`config.mk`:
```
export PLATFORM = sky130hd
export DESIGN_NAME = instruction_fetch_unit_flat
export DESIGN_NICKNAME = d
export VERILOG_FILES = /design/src/rtl/instruction_fetch_unit_if.sv /design/src/rtl/instruction_fetch_unit.sv /design/src/flat_wrapper.sv
export SDC_FILE = /design/constraint.sdc
export NUM_CORES = 1
export LEC_CHECK = 0
export BUFFER_PORTS_ARGS = -buffer_cell sky130_fd_sc_hd__buf_4
export CORE_MARGIN = 2
export CORE_UTILIZATION = 33
export DETAILED_ROUTE_END_ITERATION = 8
export REMOVE_ABC_BUFFERS = 1
export SLEW_MARGIN = 10
export SYNTH_ARGS = -nofsm -noshare
export SYNTH_HDL_FRONTEND = slang
export SYNTH_SLANG_ARGS = --single-unit
```
`constraint.sdc`:
```
create_clock -name clk -period 1.6 [get_ports clk]
set_clock_uncertainty 0.2 [all_clocks]
set_input_delay 0 -clock clk [delete_from_list [all_inputs] [get_ports clk]]
set_output_delay 0 -clock clk [all_outputs]
set_load 0.01 [all_outputs]
```
`src/rtl/instruction_fetch_unit_if.sv`:
```
// Instruction fetch bus bundle: the instruction-memory read port and the
// instruction-register handoff to decode. The fetch unit is the master;
// memory and decode together sit on the slave side.
interface instruction_fetch_unit_if;
    logic [15:0] IMEM_ADDR;
    logic        IMEM_REQ;
    logic        IMEM_ACK;
    logic [15:0] IMEM_DATA;
    logic [15:0] IR_OUT;
    logic        IR_VALID;
    logic        IR_READY;

    modport master (
        output IMEM_ADDR,
        output IMEM_REQ,
        input  IMEM_ACK,
        input  IMEM_DATA,
        output IR_OUT,
        output IR_VALID,
        input  IR_READY
    );

    modport slave (
        input  IMEM_ADDR,
        input  IMEM_REQ,
        output IMEM_ACK,
        output IMEM_DATA,
        input  IR_OUT,
        input  IR_VALID,
        output IR_READY
    );
endinterface

```
`src/rtl/instruction_fetch_unit.sv`:
```
// Instruction fetch unit. Drives an external program counter through
// PC_IN/C_PCWrite, reads instruction memory at the current PC and hands
// each fetched word to decode through a valid/ready instruction register.
// Branch redirects may arrive at any time after boot; a fetch already in
// flight when a redirect arrives is allowed to complete and its data is
// thrown away (the KILL flag remembers that).
module instruction_fetch_unit #(
    parameter logic [15:0] RESET_VECTOR = 16'h0000
) (
    input  logic        clk,
    input  logic        rst_n,
    input  logic [15:0] PC_OUT,
    output logic [15:0] PC_IN,
    output logic        C_PCWrite,
    input  logic        C_Branch,
    input  logic [15:0] BRANCH_TARGET,
    instruction_fetch_unit_if.master bus
);

    typedef enum logic [1:0] {
        BOOT  = 2'd0,
        WRITE = 2'd1,
        FETCH = 2'd2,
        HOLD  = 2'd3
    } state_t;

    state_t      state;
    state_t      state_next;
    logic        kill;
    logic        kill_next;
    logic [15:0] pc_in;
    logic [15:0] pc_in_next;
    logic        pc_write;
    logic        pc_write_next;
    logic [15:0] ir_out;
    logic [15:0] ir_out_next;
    logic        ir_valid;
    logic        ir_valid_next;
    logic        transfer;

    // Decode takes the held instruction on any edge where both sides agree.
    assign transfer = ir_valid && bus.IR_READY;

    // The memory always reads at the PC the program counter currently shows,
    // and the request is simply "we are in FETCH", so reset drops it at once.
    assign bus.IMEM_ADDR = PC_OUT;
    assign bus.IMEM_REQ  = (state == FETCH);
    assign bus.IR_OUT    = ir_out;
    assign bus.IR_VALID  = ir_valid;
    assign PC_IN         = pc_in;
    assign C_PCWrite     = pc_write;

    // Next-state and next-register values; everything holds unless a case
    // below says otherwise.
    always_comb begin
        state_next    = state;
        kill_next     = kill;
        pc_in_next    = pc_in;
        pc_write_next = pc_write;
        ir_out_next   = ir_out;
        ir_valid_next = ir_valid;

        case (state)
            // PC_IN already holds the reset vector; just ask the PC to load it.
            // Redirects this early are ignored on purpose.
            BOOT: begin
                pc_write_next = 1'b1;
                state_next    = WRITE;
            end

            // The PC loads PC_IN at the end of this cycle. A redirect here
            // overwrites PC_IN and buys one more load cycle.
            WRITE: begin
                if (C_Branch) begin
                    pc_in_next    = BRANCH_TARGET;
                    pc_write_next = 1'b1;
                end else begin
                    pc_write_next = 1'b0;
                    state_next    = FETCH;
                end
            end

            // Hold the request until memory answers. Once started the read is
            // never abandoned; a redirect only marks its result as unwanted.
            FETCH: begin
                if (bus.IMEM_ACK) begin
                    kill_next     = 1'b0;
                    pc_write_next = 1'b1;
                    state_next    = WRITE;
                    if (C_Branch) begin
                        pc_in_next = BRANCH_TARGET;
                    end else if (!kill) begin
                        ir_out_next   = bus.IMEM_DATA;
                        ir_valid_next = 1'b1;
                        pc_in_next    = PC_OUT + 16'd1;
                        state_next    = HOLD;
                    end
                end else if (C_Branch) begin
                    pc_in_next = BRANCH_TARGET;
                    kill_next  = 1'b1;
                end
            end

            // The PC+1 load happens on the first HOLD edge, so decode may take
            // the instruction on that same edge and the next FETCH still sees
            // the advanced PC. A redirect wins over sequential flow, but an
            // instruction accepted on the redirect edge still counts as taken.
            HOLD: begin
                pc_write_next = 1'b0;
                if (C_Branch) begin
                    pc_in_next    = BRANCH_TARGET;
                    pc_write_next = 1'b1;
                    ir_valid_next = 1'b0;
                    state_next    = WRITE;
                end else if (transfer) begin
                    ir_valid_next = 1'b0;
                    state_next    = FETCH;
                end
            end

            default: begin
                state_next = BOOT;
            end
        endcase
    end

    // State and output registers, cleared asynchronously by reset.
    always_ff @(posedge clk or negedge rst_n) begin
        if (!rst_n) begin
            state    <= BOOT;
            kill     <= 1'b0;
            pc_in    <= RESET_VECTOR;
            pc_write <= 1'b0;
            ir_out   <= 16'h0000;
            ir_valid <= 1'b0;
        end else begin
            state    <= state_next;
            kill     <= kill_next;
            pc_in    <= pc_in_next;
            pc_write <= pc_write_next;
            ir_out   <= ir_out_next;
            ir_valid <= ir_valid_next;
        end
    end

endmodule

```
`src/flat_wrapper.sv`:
```
// flat-port wrapper written by rule: the top's interface ports become plain ports
module instruction_fetch_unit_flat 
#(
    parameter logic [15:0] RESET_VECTOR = 16'h0000
)
  (clk, rst_n, PC_OUT, PC_IN, C_PCWrite, C_Branch, BRANCH_TARGET, bus_IMEM_ADDR, bus_IMEM_REQ, bus_IMEM_ACK, bus_IMEM_DATA, bus_IR_OUT, bus_IR_VALID, bus_IR_READY);
  instruction_fetch_unit_if bus_i ();
  input  logic clk;
  input  logic rst_n;
  input  logic [15:0] PC_OUT;
  output logic [15:0] PC_IN;
  output logic C_PCWrite;
  input  logic C_Branch;
  input  logic [15:0] BRANCH_TARGET;
  output wire logic [$bits(bus_i.IMEM_ADDR)-1:0] bus_IMEM_ADDR;
  output wire logic [$bits(bus_i.IMEM_REQ)-1:0] bus_IMEM_REQ;
  input wire logic [$bits(bus_i.IMEM_ACK)-1:0] bus_IMEM_ACK;
  input wire logic [$bits(bus_i.IMEM_DATA)-1:0] bus_IMEM_DATA;
  output wire logic [$bits(bus_i.IR_OUT)-1:0] bus_IR_OUT;
  output wire logic [$bits(bus_i.IR_VALID)-1:0] bus_IR_VALID;
  input wire logic [$bits(bus_i.IR_READY)-1:0] bus_IR_READY;
  assign bus_IMEM_ADDR = bus_i.IMEM_ADDR;
  assign bus_IMEM_REQ = bus_i.IMEM_REQ;
  assign bus_i.IMEM_ACK = bus_IMEM_ACK;
  assign bus_i.IMEM_DATA = bus_IMEM_DATA;
  assign bus_IR_OUT = bus_i.IR_OUT;
  assign bus_IR_VALID = bus_i.IR_VALID;
  assign bus_i.IR_READY = bus_IR_READY;
  instruction_fetch_unit #(.RESET_VECTOR(RESET_VECTOR)) u_core (.clk(clk), .rst_n(rst_n), .PC_OUT(PC_OUT), .PC_IN(PC_IN), .C_PCWrite(C_PCWrite), .C_Branch(C_Branch), .BRANCH_TARGET(BRANCH_TARGET), .bus(bus_i));
endmodule
```
==> impl_metrics.py <==
metrics = {
    "run_status": {
        "outcome": "finished, violations left",
        "failed_checks": "setup timing",
    },
    "worst_hold_path": {
        "hold_path.class": "in2out",
    },
    "pwr": {
        "power_density_mw_per_mm2": 1100,
        "power.leakage_nw": 1.70,
        "p_total_mw": 3.94,
        "ir_drop_v": 0.000541,
    },
    "cts": {
        "clk_latency_ps": 290,
        "cts_buffers": 5,
        "cts_root_buffer": "clkbuf_8",
        "cts_tree": "done",
        "path_clk_slew_ps": 80,
        "clock-sinks": 37,
        "htreeDepth": 2,
        "cts_buffer_depth": 2,
    },
    "sta": {
        "report.final.slew_viol_count": 0,
        "finalSetupViolCount": 1,
        "layout_setup_ws_ps": -2.99,
        "fin_tns_setup_ps": -2.99,
        "fin_crit_ps": 1600,
        "rsz0062_at_grt": "yes",
        "tightest_slew_ps": 487,
        "relSlewSlack_pct": 67.5,
        "worst_hold_slack_ps": 3.26,
        "finalCritPeriodShare_pct": 100,
        "fmaxAchievable_mhz": 624,
        "hold_viol_final": 0,
    },
    "layout": {
        "final_util_pct": 61.6,
        "syn_to_final_growth_pct": 83.0,
        "drive_above_1_share_pct": 41.8,
        "final_nets": 421,
        "antenna_cells": 0,
        "finalInstanceArea_mm2": 0.00358,
    },
    "floorplanning": {
        "dieArea_mm2": 0.00656,
        "die_h_um": 81.0,
        "core.rowCount": 28,
        "initial_core_util_pct": 33.6,
        "ioPinCount": 104,
        "fp.coreArea_mm2": 0.00582,
        "die_x_um": 81.0,
    },
    "drt": {
        "totalWireLength_um": 6240,
        "drtIter0Drc": 112,
        "drc": 0,
        "via_count": 2101,
        "dr.pass1.iters": 4,
        "wire_per_inst_um": 14.1,
        "viasPerCell": 4.74,
        "ant_nets": 0,
    },
    "placement": {
        "routabilityCongestion": 0.769,
        "hpwl_um": 4050,
        "io_buffers": 103,
        "dpl_cell_area_mm2": 0.00273,
    },
    "logic_synthesis": {
        "ys_ff_latch": 37,
        "netlist_area_mm2": 0.00196,
        "yosysWarnings": 0,
        "yosysSeqAreaShare_pct": 47.3,
        "synth_cell_types": 35,
        "syn_area_per_cell_um2": 9.36,
        "syn_inst": 209,
    },
    "global_route": {
        "grt_pass1_wl_um": 9740,
        "grt_use_met2_pct": 33.1,
        "overflow": 0,
        "met3_usage_pct": 4.33,
        "use_met1_pct": 24.6,
        "grt_max_degree": 38,
        "grt_pass1_vias": 2081,
        "grt-busiest-layer": "met2",
        "grt_antenna_before_repair": 0,
        "track_usage_pct": 19.3,
    },
    "flow_run": {
        "drv_cap": 0,
    },
    "critical_path": {
        "worstPathRequired_ps": 1620,
        "cp.arrival_ps": 1620,
        "slowest_stage": "dfrtp_2",
        "cp_cell_sequence": "nor3b_4 -> o22a_1 -> buf_6 -> o22ai_2 -> a21oi_1",
        "endpoint_kind": "flip-flop",
        "path_class": "reg2reg",
        "path_max_fanout": 7,
        "critPathMaxStageDelay_ps": 440,
        "crit_path_start_kind": "flip-flop",
    },
}
## cell usage after synthesis
cell type   n  area share, %
buf_2       2           0.51
a31oi_1     2           0.64
a221o_1     1           0.51
nand2b_1    1           0.32
a22oi_1     4            1.5
nand2_1    54             10
nand3_1     4            1.0
xnor2_1    11            4.9
nor4_2      3            1.9
nand3_2     2            1.0
o22a_1      1           0.45
nand4_2     2            1.3
o31ai_1     1           0.38
nor2_1      7            1.3
o22ai_2     1           0.64
clkbuf_1    2           0.38
a222oi_1    3            1.5
a22o_1      1           0.45
inv_1      11            2.1
or4_1       1           0.38
buf_4      19            7.3
xor2_1      2           0.90
nor3_1      2           0.51
nand4_1     2           0.64
o21ai_1     3           0.77
o21ai_0     2           0.51
ha_1        1           0.64
nor4_1      3           0.96
nand2b_4    1           0.70
a21oi_2     1           0.45
a21oi_1    10            2.6
dfrtp_1    37             47
nor3b_4     1           0.96
nor3_4      1           0.83
o22ai_1    10            3.2
## cell usage in the layout (no fill, tap or decap), types with 5 or more instances in the layout
| cell | synthesis | layout |
|---|---|---|
| buf_4 | 19 | 112 |
| dlygate4sd3_1 | 0 | 57 |
| nand2_1 | 54 | 54 |
| dfrtp_1 | 37 | 35 |
| inv_1 | 11 | 11 |
| xnor2_1 | 11 | 11 |
| a21oi_1 | 10 | 7 |
| nor2_1 | 7 | 5 |
| clkbuf_8 | 0 | 5 |
| buf_6 | 0 | 5 |
## path summary, 6_finish.rpt
path | start | endpoint | slack, ps | cells after the start
hold / removal | PC_OUT[12] | bus_IMEM_ADDR[12] | 3 | 2
min in group asynchronous | rst_n | u_core.bus.IR_OUT[15] | 20 | 2
setup / recovery | u_core.state[0] | u_core.PC_IN[5] | -3 | 5
setup reg to reg | u_core.state[0] | u_core.PC_IN[5] | -3 | 5
max in group asynchronous | rst_n | u_core.state[1] | 820 | 2
hold reg to reg | u_core.bus.IR_OUT[11] | u_core.bus.IR_OUT[11] | 280 | 2
## cell families after synthesis
family	Yosys count	synth area share [%]
buf+inv	34	10.3
compound gates	40	13.6
simple gates	84	22.3
flops	37	47.3
fa+ha+maj	1	0.640
xor+xnor	13	5.82
## worst max-delay path, delay by kind of cell, from the launching register on
kind,cells,cell delay [ps]
AOI/OAI and AO/OA,3,430
buffers and inverters,1,180
DFF,1,440
and+or+nand+nor,1,260
## sequential cells by signal, summed over array words and instances (netlist names)
name	count
u_core.state	2
u_core.bus.IR_VALID	1
u_core.C_PCWrite	1
u_core.bus.IR_OUT	16
u_core.kill	1
u_core.PC_IN	16
## cell type report
type                       instances  area (um^2)
timing repair buffer             174         1470
clock buffer                       6         72.6
inverter                          11         41.3
fill                             499         2240
multi-input combinational        138          966
clock inverter                     2         10.0
sequential                        37          928
tap                               75         93.8
## stage by stage
stage	setup WS (ps)	instances
2_1_floorplan	-179	186
3_3_place_gp	10.4	373
3_5_place_dp	-41.8	373
4_1_cts	3.07	440
5_1_grt	-84.4	443
6_report	-2.99	443
## power breakdown
part	switching, mW	internal, mW	total, mW	leakage, nW
sequential	0.243	1.29	1.53	0.446
combinational	0.786	0.980	1.77	1.21
clock	0.339	0.302	0.641	0.0450
## metal layers
| layer | wire length [um] | vias up |
|---|---|---|
| met5 | 0 | - |
| met4 | 80 | 0 |
| met3 | 402 | 9 |
| met2 | 3000 | 85 |
| met1 | 2750 | 988 |
| li1 | - | 1019 |
## timing repair
action                     4_1_cts  5_1_grt
cloned                           0        1
pin swaps                        3        4
hold endpoints to repair        74        0
buffers inserted                 2        2
setup endpoints to repair        4       31
hold buffers                    57        0
gates resized for setup          3       30
No activity file was read; power rests on OpenSTA's default activity.
